--- src/rtl/tcu_priv_timer_multi.sv ---
// Multi-channel nanosecond countdown timers (one-shot or periodic) whose expiries
// are merged round-robin onto a single registered valid/stall interrupt slot.
module tcu_priv_timer_multi #(
    parameter int NUM_TIMERS  = 4,
    parameter int IDX_SIZE    = 2,
    parameter int TIMER_SIZE  = 32,
    parameter int CLKFREQ_MHZ = 100
) (
    input  logic                  clk_i,
    input  logic                  reset_n_i,
    input  logic                  timer_wr_valid_i,
    input  logic [IDX_SIZE-1:0]   timer_wr_idx_i,
    input  logic [TIMER_SIZE-1:0] timer_wr_value_i,
    input  logic                  timer_wr_periodic_i,
    input  logic                  timer_int_stall_i,
    output logic                  timer_int_valid_o,
    output logic [IDX_SIZE-1:0]   timer_int_idx_o,
    output logic [NUM_TIMERS-1:0] timer_active_o
);

    localparam logic [TIMER_SIZE-1:0] TIMER_FACTOR = TIMER_SIZE'(1000 / CLKFREQ_MHZ);

    typedef enum logic {
        CH_IDLE = 1'b0,
        CH_RUN  = 1'b1
    } ch_state_e;

    ch_state_e             state_q  [NUM_TIMERS];
    logic [TIMER_SIZE-1:0] count_q  [NUM_TIMERS];
    logic [TIMER_SIZE-1:0] period_q [NUM_TIMERS];
    logic [NUM_TIMERS-1:0] periodic_q;
    logic [NUM_TIMERS-1:0] pending_q;

    logic [NUM_TIMERS-1:0] wr_hit;
    logic [NUM_TIMERS-1:0] expire;
    logic [NUM_TIMERS-1:0] grant_clr;

    logic                  int_valid_q;
    logic [IDX_SIZE-1:0]   int_idx_q;
    logic [IDX_SIZE-1:0]   rr_q;

    logic                  slot_load;
    logic                  grant_found;
    logic [IDX_SIZE-1:0]   grant_idx;
    logic [IDX_SIZE-1:0]   grant_next_rr;
    logic [IDX_SIZE-1:0]   cand;

    // Valid/stall handshake: the slot is accepted in any cycle where valid && !stall;
    // while stalled it holds valid and idx unchanged and nothing else may load it.
    assign slot_load = !int_valid_q || !timer_int_stall_i;

    always_comb begin
        wr_hit    = '0;
        expire    = '0;
        grant_clr = '0;
        for (int i = 0; i < NUM_TIMERS; i++) begin
            wr_hit[i] = timer_wr_valid_i && (timer_wr_idx_i == IDX_SIZE'(i));
            // Compare before subtract so the countdown can never wrap.
            expire[i] = (state_q[i] == CH_RUN) && !wr_hit[i] && (count_q[i] <= TIMER_FACTOR);
            grant_clr[i] = slot_load && grant_found && (grant_idx == IDX_SIZE'(i));
        end
    end

    always_comb begin
        grant_found = 1'b0;
        grant_idx   = '0;
        cand        = '0;
        for (int k = 0; k < NUM_TIMERS; k++) begin
            cand = IDX_SIZE'((int'(rr_q) + k) % NUM_TIMERS);
            if (!grant_found && pending_q[cand]) begin
                grant_found = 1'b1;
                grant_idx   = cand;
            end
        end
        grant_next_rr = IDX_SIZE'((int'(grant_idx) + 1) % NUM_TIMERS);
    end

    always_ff @(posedge clk_i or negedge reset_n_i) begin
        if (!reset_n_i) begin
            for (int i = 0; i < NUM_TIMERS; i++) begin
                state_q[i]  <= CH_IDLE;
                count_q[i]  <= '0;
                period_q[i] <= '0;
            end
            periodic_q <= '0;
            pending_q  <= '0;
        end else begin
            for (int i = 0; i < NUM_TIMERS; i++) begin
                if (wr_hit[i]) begin
                    pending_q[i] <= 1'b0;
                    if (timer_wr_value_i != '0) begin
                        state_q[i]    <= CH_RUN;
                        count_q[i]    <= timer_wr_value_i;
                        period_q[i]   <= timer_wr_value_i;
                        periodic_q[i] <= timer_wr_periodic_i;
                    end else begin
                        state_q[i] <= CH_IDLE;
                    end
                end else if (expire[i]) begin
                    // A new expiry beats a same-cycle grant, so another interrupt follows.
                    pending_q[i] <= 1'b1;
                    if (periodic_q[i]) begin
                        count_q[i] <= period_q[i];
                    end else begin
                        state_q[i] <= CH_IDLE;
                    end
                end else begin
                    if (grant_clr[i]) begin
                        pending_q[i] <= 1'b0;
                    end
                    if (state_q[i] == CH_RUN) begin
                        count_q[i] <= count_q[i] - TIMER_FACTOR;
                    end
                end
            end
        end
    end

    always_ff @(posedge clk_i or negedge reset_n_i) begin
        if (!reset_n_i) begin
            int_valid_q <= 1'b0;
            int_idx_q   <= '0;
            rr_q        <= '0;
        end else if (slot_load) begin
            int_valid_q <= grant_found;
            if (grant_found) begin
                int_idx_q <= grant_idx;
                rr_q      <= grant_next_rr;
            end
        end
    end

    always_comb begin
        timer_active_o = '0;
        for (int i = 0; i < NUM_TIMERS; i++) begin
            timer_active_o[i] = (state_q[i] == CH_RUN);
        end
    end

    assign timer_int_valid_o = int_valid_q;
    assign timer_int_idx_o   = int_idx_q;

endmodule

--- config.mk ---
export PLATFORM = sky130hd
export DESIGN_NAME = tcu_priv_timer_multi
export DESIGN_NICKNAME = d
export VERILOG_FILES = /design/src/rtl/tcu_priv_timer_multi.sv
export SDC_FILE = /design/constraint.sdc
export NUM_CORES = 1
export LEC_CHECK = 0
export BUFFER_PORTS_ARGS = -buffer_cell sky130_fd_sc_hd__buf_2
export CORE_AREA = 2 2 168 170
export CTS_BUF_LIST = sky130_fd_sc_hd__clkbuf_4
export DETAILED_ROUTE_END_ITERATION = 10
export DIE_AREA = 0 0 170 172
export GPL_ROUTABILITY_DRIVEN = 1
export GPL_TIMING_DRIVEN = 0
export PLACE_DENSITY_LB_ADDON = 0.08
export SLEW_MARGIN = 20
export SYNTH_ARGS = -nofsm -noshare
export SYNTH_HDL_FRONTEND = slang
export SYNTH_SLANG_ARGS = --single-unit
--- constraint.sdc ---
create_clock -name clk_i -period 3.49 [get_ports clk_i]
set_input_delay 0.349 -clock clk_i [delete_from_list [all_inputs] [get_ports clk_i]]
set_output_delay 0.349 -clock clk_i [all_outputs]
set_load 0.01 [all_outputs]
==> impl_metrics.yaml, run 1 <==
floorplan:
  dieArea_um2: 29200
  core_area_um2: 27500
  num_io_pins: 46
  start_util_pct: 53.1
  dieWidth_um: 170
  fp.dieH_um: 172
  rows: 61
routing:
  drt_first_pass_iters: 6
  wl_met2_um: 22600
  drt-initial-drc-count: 1732
  avgRoutedWirePerCell_um: 25.0
  routed_via_density: 6.87
  routed.top_layer: "met4"
  drc: 0
  met1_length_um: 21100
  wl_met3_um: 6110
  drt.antenna.violating_nets: 0
  wl_um: 52000
  vias: 14276
grt:
  grt_use_total_pct: 35.9
  gr-total-overflow: 0
  grt_pass1_vias: 13662
  grt_pass1_wl_um: 80000
  grt_max_degree: 85
  antenna_found_initial: 2
flow_run:
  drv_cap: 0
min_path:
  hp-class: "in2reg"
  hold_depth: 3
sta:
  hold_viol: 0
  period_needed_ps: 3220
  relSlewSlack_pct: 25.5
  setup_viol: 0
  worst_slew_pin_slew_ps: 1110
  fin_skew_ps: 56.5
  fmax_ghz: 0.310
  finalMaxSlewViolations: 0
  fin_ws_ps: 267
  post-route-period-util_pct: 92.3
  rsz0062_at_grt: "no"
synth:
  yosysSeqAreaShare_pct: 46.8
  ys_async_sr_fraction_pct: 100
  synth_edf_count: 0
  synthCells: 1569
  synth_top_area_share_pct: 46.8
  ys_seq_elements: 273
  synth_cell_types: 71
  yosysTopAreaCell: "dfrtp_1"
  synthTopCellsByArea: "dfrtp_1 47%, a22o_1 8.0%, o21ai_0 4.6%"
  synth.avg_cell_area_um2: 9.29
  ys.flop_type: "dfrtp_1"
  synth_area_um2: 14600
  synth_nets: 1616
  ys_warn_count: 0
power:
  clkPwrFrac_pct: 27.4
  p_leak_nw: 6.94
  power_density_nw_per_um2: 651
  p_int_w: 0.00659
  p_total_w: 0.0105
  combPwrFrac_pct: 26.7
  pwr-share-seq_pct: 45.9
  p_switching_w: 0.00393
  vdd_drop_max_uv: 336
  swShare_pct: 37.4
cells_and_area:
  drive_above_1_share_pct: 12.0
  fin_nets: 1723
  area_growth_pct: 10.9
placement:
  globalplace.congestion: 0.971
  io_buffers: 21
  dp_slack_ps: 166
  hpwl_um: 34300
cts:
  clockRootBuffer: "clkbuf_4"
  cts_made_buffers: 77
  clk_pin_slew_worst_paths_ps: 70
  postCtsSetupBuffers: 0
  htree_levels: 3
  insertion_delay_ps: 720
  cts_tree: "built"
  cts.path.max_buffers: 3
  clkSinkCount: 273
worst_setup_path:
  arrival_ps: 3800
  cpMostUsedCell: "clkbuf_1"
  critPathBufInv: 3
  cpPeakStageDelay_ps: 490
  path_depth: 9
  critPathTopFamily: "simple AND/OR/NAND/NOR gates"
  reg2reg_depth: 9
  cpMaxStageDelayCell: "nand2_1"
  crit_required_ps: 4060
  startpoint_type: "register"
  crit_chain: "clkbuf_1 -> or4_1 -> clkbuf_1 -> nor4b_2 -> nand4_1 -> nand2_1 -> clkbuf_1 -> o21ai_0 -> o2bb2ai_1"
  crit_type: "reg2reg"
  crit_path_end_kind: "register"
  worstPathMaxFanout: 10
status:
  status: "complete, no violations"
## cells in the mapped netlist (all sizes together) (24+ instances only)
| library cell | n |
|---|---|
| a22oi | 29 |
| a211oi | 26 |
| inv | 28 |
| nor4 | 50 |
| a22o | 134 |
| nand2 | 137 |
| a221oi | 38 |
| clkbuf | 94 |
| nor2 | 116 |
| o21ai | 164 |
| buf | 44 |
| nand3 | 25 |
| a21oi | 51 |
| dfrtp | 273 |
| o2bb2ai | 33 |
| nor3 | 64 |
| or3 | 24 |
## worst min-delay path, delay by kind of cell
kind / cells / cell delay (ps)
AOI/OAI and AO/OA: 2 / 220
buffers and inverters: 1 / 140
## cell type report
class                   count  area, um^2
fillers                  2504       11300
multi-input cells        1130        7040
flip-flops and latches    273        6830
clock buffers             110         826
plain buffers             138         611
well taps                 346         433
repair buffers             28         238
inverters                  28         105
clock inverters            22        86.3
diodes                      4        10.0
## state kept, by name, summed over array words and instances (netlist names)
register and flops:
pending_q 4, periodic_q 4, timer_int_idx_o 2, period_q 128, rr_q 2, timer_int_valid_o 1
timer_active_o 4, count_q 128
## cell families (layout without fill, tap and decap cells)
| group | count (synthesis) | count (layout) | synth area share (%) |
|---|---|---|---|
| AOI/OAI and AO/OA | 587 | 587 | 28.5 |
| and+or+nand+nor | 523 | 523 | 18.3 |
| DFF | 273 | 273 | 46.8 |
| buffers and inverters | 166 | 326 | 4.91 |
| adders and majority gates | 8 | 8 | 0.686 |
| muxes | 8 | 8 | 0.575 |
| xor gates and xnor gates | 4 | 4 | 0.240 |
| other | 0 | 4 | 0 |
## cell usage in the layout, fill, tap and decap left out, drive strengths merged, types with 7 or more instances in the layout
master and count:
and3 9, nand3 25, nand2 137, a22o 134
ha 8, o22ai 14, o2bb2ai 33, dfrtp 273
nor2 116, nor4 50, inv 30, nor3 64
nand4 14, a31oi 20, or3 24, a21oi 51
and2 17, a21o 21, clkbuf 204, clkinv 19
or4 21, buf 68, a22oi 29, o21ai 164
nand2b 7, a211oi 26, o31ai 21, and4 7
o211ai 11, a221oi 38
## power groups by stage
stage | clock, W | sequential, W | combinational (W)
3_5_place_dp | 0 | 0.00482 | 0.00275
4_1_cts | 0.00291 | 0.00479 | 0.00276
5_1_grt | 0.00307 | 0.00493 | 0.00311
6_report | 0.00288 | 0.00483 | 0.00282
3_3_place_gp | 0 | 0.00481 | 0.00267
2_1_floorplan | 0 | 0.00462 | 0.00202
## stage by stage
stage	setup TNS, ps	hold WS, ps	instances	utilization, %	instance area, um^2
2_1_floorplan	0	53.4	1569	-	14600
3_3_place_gp	-845690	451	1936	55.0	15100
3_5_place_dp	0	314	1939	55.4	15200
4_1_cts	0	14.7	2075	58.8	16200
5_1_grt	0	51.4	2076	58.8	16200
6_report	0	47.0	2079	58.9	16200
## routing by layer
layer | vias up | track usage, %
met2 | 928 | 53.6
li1 | 6240 | -
met1 | 6950 | 49.8
met5 | - | 0
met3 | 158 | 8.42
met4 | 0 | 16.9
## what timing repair did
| action | in CTS | in global routing |
|---|---|---|
| hold endpoints to repair | 63 | 0 |
| hold buffers | 4 | 0 |
| resized for setup | 0 | 0 |
| endpoints found under the setup margin | 0 | 0 |
## worst paths after layout
check,start,endpoint,slack (ps)
max in group asynchronous,reset_n_i,period_q[74]$_DFFE_PN0P_,2170
min in group asynchronous,reset_n_i,period_q[31]$_DFFE_PN0P_,180
worst max register to register,count_q[4]$_DFFE_PN0P_,count_q[12]$_DFFE_PN0P_,270
worst min register to register,period_q[32]$_DFFE_PN0P_,period_q[32]$_DFFE_PN0P_,470
worst min-delay path,timer_wr_value_i[12],count_q[108]$_DFFE_PN0P_,50
worst max-delay path,count_q[4]$_DFFE_PN0P_,count_q[12]$_DFFE_PN0P_,270
Power figures use the tool's default switching activity.
==> inputs of run 2 (changes only) <==
--- a/config.mk
+++ b/config.mk
@@ -6,10 +6,10 @@
 export NUM_CORES = 1
 export LEC_CHECK = 0
 export BUFFER_PORTS_ARGS = -buffer_cell sky130_fd_sc_hd__buf_2
-export CORE_AREA = 2 2 168 170
+export CORE_AREA = 2 2 208 210
 export CTS_BUF_LIST = sky130_fd_sc_hd__clkbuf_4
 export DETAILED_ROUTE_END_ITERATION = 10
-export DIE_AREA = 0 0 170 172
+export DIE_AREA = 0 0 210 212
 export GPL_ROUTABILITY_DRIVEN = 1
 export GPL_TIMING_DRIVEN = 0
 export PLACE_DENSITY_LB_ADDON = 0.08
==> impl_metrics.yaml, run 2 (synthesis gave the netlist of run 1 again) <==
cells_and_area:
  layout_common_cells: "273 x dfrtp_1, 136 x nand2_1, 135 x o21ai_0, 134 x a22o_1, 116 x nor2_1"
  area_growth_pct: 14.3
  final_util_pct: 39.2
  fin_area_um2: 16700
  fin_nets: 1740
  top_regs: "count_q x128, period_q x128"
  fillers: 4378
  drive_above_1_share_pct: 12.4
  final_common_cell: "dfrtp_1"
sta:
  finalMaxSlewViolations: 0
  fin_skew_ps: 48.0
  relSlewSlack_pct: 30.4
  post-route-period-util_pct: 93.2
  worst_slew_pin_slew_ps: 1030
  period_needed_ps: 3250
  setup_viol: 0
  hold_viol: 0
  finalSetupTns_ps: 0
  rsz0062_at_grt: "no"
  fin_ws_ps: 236
  fmax_ghz: 0.307
status:
  status: "complete, no violations"
floorplan:
  core_area_um2: 42500
  dieArea_um2: 44500
  rows: 76
  start_util_pct: 34.3
  fp.dieH_um: 212
  num_io_pins: 46
  dieWidth_um: 210
worst_setup_path:
  cpMaxStageDelayCell: "or4_1"
  crit_required_ps: 4210
  startpoint_type: "register"
  crit_path_end_kind: "register"
  worstPathMaxFanout: 10
  timing.rr.end: "count_q[15]$_DFFE_PN0P_"
  cpPeakStageDelay_ps: 590
  rr_startpoint: "count_q[9]$_DFFE_PN0P_"
  crit_chain: "clkbuf_1 -> nor4_1 -> nand2_1 -> or4_1 -> nor2_1 -> buf_2 -> a221oi_1 -> o2bb2ai_1"
  arrival_ps: 3980
  r2r_slack_ps: 240
  crit_type: "reg2reg"
  reg2reg_depth: 8
placement:
  hpwl_um: 39700
  io_buffers: 21
  dpl_cell_area_um2: 15500
  dp_slack_ps: 111
  globalplace.congestion: 0.890
cts:
  clockRootBuffer: "clkbuf_4"
  clkSinkCount: 273
  htree_levels: 3
  insertion_delay_ps: 810
  clk_pin_slew_worst_paths_ps: 60
  cts.path.max_buffers: 3
  cts_made_buffers: 84
  cts_tree: "built"
power:
  p_total_w: 0.0110
  vdd_drop_max_uv: 268
  power_density_nw_per_um2: 657
  p_leak_nw: 7.06
routing:
  drc: 0
  avgRoutedWirePerCell_um: 25.3
  wl_um: 58200
  drt-initial-drc-count: 1223
  drt.antenna.violating_nets: 0
  drt_first_pass_iters: 6
  routed_via_density: 6.09
  vias: 13996
grt:
  grt_pass1_wl_um: 88300
  antenna_found_initial: 3
  grt_use_total_pct: 26.4
  grt_max_degree: 83
  grt_pass1_vias: 13778
  gr-total-overflow: 0
min_path:
  min-delay-start: "timer_wr_value_i[24]"
  hold_depth: 3
  hold_end: "period_q[88]$_DFFE_PN0P_"
  hp-class: "in2reg"
flow_run:
  drv_cap: 0
## run 2: worst max path at each step
stage | endpoint | from | slack [ps] | cells past startpoint
after floorplan | count_q[117]$_DFFE_PN0P_ | count_q[117]$_DFFE_PN0P_ | 930 | 8
after global placement | count_q[89]$_DFFE_PN0P_ | reset_n_i | -3620 | 1
after detailed placement | count_q[122]$_DFFE_PN0P_ | timer_wr_value_i[13] | 110 | 10
after CTS | count_q[4]$_DFFE_PN0P_ | count_q[4]$_DFFE_PN0P_ | 150 | 9
after global routing | count_q[15]$_DFFE_PN0P_ | count_q[9]$_DFFE_PN0P_ | 10 | 8
final | count_q[15]$_DFFE_PN0P_ | count_q[9]$_DFFE_PN0P_ | 240 | 8
## run 2: power breakdown
group	switching, W	internal, W	total (W)	leakage [nW]
registers	0.000840	0.00401	0.00485	3.37
logic	0.00169	0.00115	0.00285	3.07
clock network	0.00154	0.00172	0.00326	0.616
total	0.00407	0.00688	0.0110	7.06
## run 2: metrics by stage
step	hold slack (ps)	cells
3_3_place_gp	456	2136
6_report	56.4	2299
5_1_grt	36.1	2299
3_5_place_dp	250	2139
2_1_floorplan	53.4	1569
4_1_cts	4.28	2296
## run 2: final cells by class
type	count	area (um^2)	share of cell area, %
Antenna cell	1	2.50	0.0150
Buffer	138	611	3.66
Clock buffer	114	856	5.14
Clock inverter	31	196	1.18
Inverter	28	105	0.631
Multi-Input combinational cell	1130	7040	42.2
Sequential cell	273	6830	41.0
Tap cell	546	683	4.10
Timing Repair Buffer	38	343	2.06
## run 2: timing repair
action,CTS,global route
hold buffers,12,0
endpoints found under the setup margin,0,10
resized for setup,0,1
hold endpoints to repair,142,0
buffers inserted,0,2
## run 2: worst max-delay path: cells and delay by family (launching register included)
kind	cells	cell delay (ps)
buffers and inverters	2	550
AOI/OAI and AO/OA	2	340
and+or+nand+nor	4	1900
DFF	1	350
## run 2: metal layers
| metal | vias to the layer above | routed length (um) | global-route usage, % | share of wire [%] |
|---|---|---|---|---|
| li1 | 6261 | - | - | - |
| met1 | 7056 | 26800 | 37.2 | 46 |
| met3 | 93 | 4030 | 5.69 | 6.9 |
| met4 | 4 | 1330 | 8.58 | 2.3 |
| met5 | - | 27 | 0 | 0.046 |
| met2 | 582 | 26000 | 40.4 | 45 |
==> inputs of run 3 (changes only) <==
--- a/config.mk
+++ b/config.mk
@@ -13,6 +13,7 @@
 export GPL_ROUTABILITY_DRIVEN = 1
 export GPL_TIMING_DRIVEN = 0
 export PLACE_DENSITY_LB_ADDON = 0.08
+export RECOVER_POWER = 25
 export SLEW_MARGIN = 20
 export SYNTH_ARGS = -nofsm -noshare
 export SYNTH_HDL_FRONTEND = slang
==> constraint.sdc (replaced) <==
create_clock -name clk_i -period 3.49 [get_ports clk_i]
set_input_delay 0.349 -clock clk_i [delete_from_list [all_inputs] [get_ports clk_i]]
set_output_delay 0.349 -clock clk_i [all_outputs]
set_load 0.005 [all_outputs]
==> impl_metrics.yaml, run 3 (synthesis gave the netlist of run 1 again) <==
status:
  status: "finished with violations"
  violations: "max-capacitance violations, max-slew violations"
power:
  p_leak_nw: 7.04
  combPwrFrac_pct: 25.9
  power_density_nw_per_um2: 658
  clkPwrFrac_pct: 29.8
  p_int_w: 0.00688
  pwr-share-seq_pct: 44.3
  vdd_drop_max_uv: 268
  p_switching_w: 0.00406
  swShare_pct: 37.1
cells_and_area:
  multi_input_area_um2: 7040
  area_growth_pct: 13.9
  layout_common_cells: "273 x dfrtp_1, 136 x nand2_1, 135 x o21ai_0, 134 x a22o_1, 116 x nor2_1"
  fin_area_um2: 16600
  fillers: 4386
  final_common_cell: "dfrtp_1"
  final-seq-area_um2: 6830
  drive_above_1_share_pct: 12.3
  fin_nets: 1740
  top_regs: "count_q x128, period_q x128"
sta:
  worst_slew_pin_slew_ps: 2190
  period_needed_ps: 3250
  post-route-period-util_pct: 93.1
  fin_skew_ps: 48.0
  relSlewSlack_pct: -46.2
  finalMaxSlewViolations: 114
  setup_viol: 0
  worst_hold_slack_ps: 57.1
  rsz0062_at_grt: "no"
  hold_viol: 0
  fmax_ghz: 0.308
floorplan:
  num_io_pins: 46
  rows: 76
  start_util_pct: 34.3
  dieArea_um2: 44500
  fp.dieH_um: 212
  core_area_um2: 42500
  dieWidth_um: 210
grt:
  grt_use_total_pct: 26.4
  antenna_found_initial: 3
  grt_pass1_wl_um: 88300
  grt_max_degree: 83
  gr-total-overflow: 0
  grt_pass1_vias: 13778
routing:
  drt-initial-drc-count: 1223
  wl_um: 58100
  drc: 0
  avgRoutedWirePerCell_um: 25.3
  vias: 13973
  routed_via_density: 6.08
  drt.antenna.violating_nets: 0
  drt_first_pass_iters: 6
cts:
  insertion_delay_ps: 810
  clockRootBuffer: "clkbuf_4"
  clk_pin_slew_worst_paths_ps: 60
  clkSinkCount: 273
  htree_levels: 3
  cts_tree: "built"
  cts_made_buffers: 84
  cts.path.max_buffers: 3
worst_setup_path:
  arrival_ps: 3970
  reg2reg_depth: 8
  crit_chain: "clkbuf_1 -> nor4_1 -> nand2_1 -> or4_1 -> nor2_1 -> buf_2 -> a221oi_1 -> o2bb2ai_1"
  crit_required_ps: 4210
  r2r_slack_ps: 240
  startpoint_type: "register"
  cp-endpoint: "count_q[15]$_DFFE_PN0P_"
  worstPathMaxFanout: 10
  path_depth: 8
  crit_type: "reg2reg"
  cpMaxStageDelayCell: "or4_1"
  cpPeakStageDelay_ps: 590
  crit_path_end_kind: "register"
  timing.rr.end: "count_q[15]$_DFFE_PN0P_"
  critPathTopFamily: "simple AND/OR/NAND/NOR gates"
  critPathBufInv: 2
  rr_startpoint: "count_q[9]$_DFFE_PN0P_"
  startpoint: "count_q[9]$_DFFE_PN0P_"
placement:
  dpl_cell_area_um2: 15500
  hpwl_um: 39700
  globalplace.congestion: 0.890
  io_buffers: 21
min_path:
  hp-class: "in2reg"
flow_run:
  drv_cap: 2
## run 3: cell count changes in the layout (fill, tap and decap cells not counted)
cell	previous run	this run
buf_8	1	0
clkbuf_2	3	4
buf_16	3	2
clkbuf_1	91	93
buf_12	1	0
## run 3: per-layer routing
metal	global-route usage, %	wire, um
met5	0	27
met4	8.58	1340
met2	40.4	25900
met1	37.2	26800
met3	5.69	4000
## run 3: layout make-up
type                    count  area share [%]
multi-input cells        1130            42.4
inverters                  28           0.633
repair buffers             38            1.76
diodes                      1          0.0151
flip-flops and latches    273            41.1
well taps                 546            4.11
clock buffers             114            5.15
plain buffers             138            3.67
clock inverters            31            1.18
## run 3: power groups by stage
stage / registers [W] / logic [W] / clock network [W]
after floorplan: 0.00461 / 0.00202 / 0
after global placement: 0.00486 / 0.00277 / 0
after detailed placement: 0.00485 / 0.00281 / 0
after CTS: 0.00482 / 0.00283 / 0.00337
after global routing: 0.00496 / 0.00314 / 0.00355
final: 0.00485 / 0.00283 / 0.00326
## run 3: worst min path at each step
stage | to | slack (ps) | startpoint | cells past startpoint
finish | period_q[88]$_DFFE_PN0P_ | 60 | timer_wr_value_i[24] | 3
global route | period_q[88]$_DFFE_PN0P_ | 40 | timer_wr_value_i[24] | 3
CTS | period_q[88]$_DFFE_PN0P_ | 4 | timer_wr_value_i[24] | 3
detailed placement | period_q[29]$_DFFE_PN0P_ | 250 | reset_n_i | 1
global placement | period_q[32]$_DFFE_PN0P_ | 460 | period_q[32]$_DFFE_PN0P_ | 2
floorplan | count_q[0]$_DFFE_PN0P_ | 50 | reset_n_i | 0
## run 3: metrics by stage
step / cells / util [%] / setup slack, ps / power [W] / setup TNS, ps
after floorplan: 1569 / - / 933 / 0.00663 / 0
after global placement: 2136 / 36.2 / -3620 / 0.00763 / -978280
after detailed placement: 2139 / 36.4 / 111 / 0.00766 / 0
after CTS: 2296 / 39.2 / 151 / 0.0110 / 0
after global routing: 2299 / 39.1 / 13.2 / 0.0116 / 0
final: 2299 / 39.1 / 242 / 0.0109 / 0
## run 3: tightest hold or removal path: stages
cell and delay [ps]:
buf_2 220, nand2_1 170, nand2_1 70
## run 3: what timing repair did
item / CTS / global route
endpoints found under the setup margin: 0 / 10
gates resized for setup: 0 / 1
endpoints found under the hold margin: 142 / 0
buffers inserted: 0 / 2
hold buffers: 12 / 0
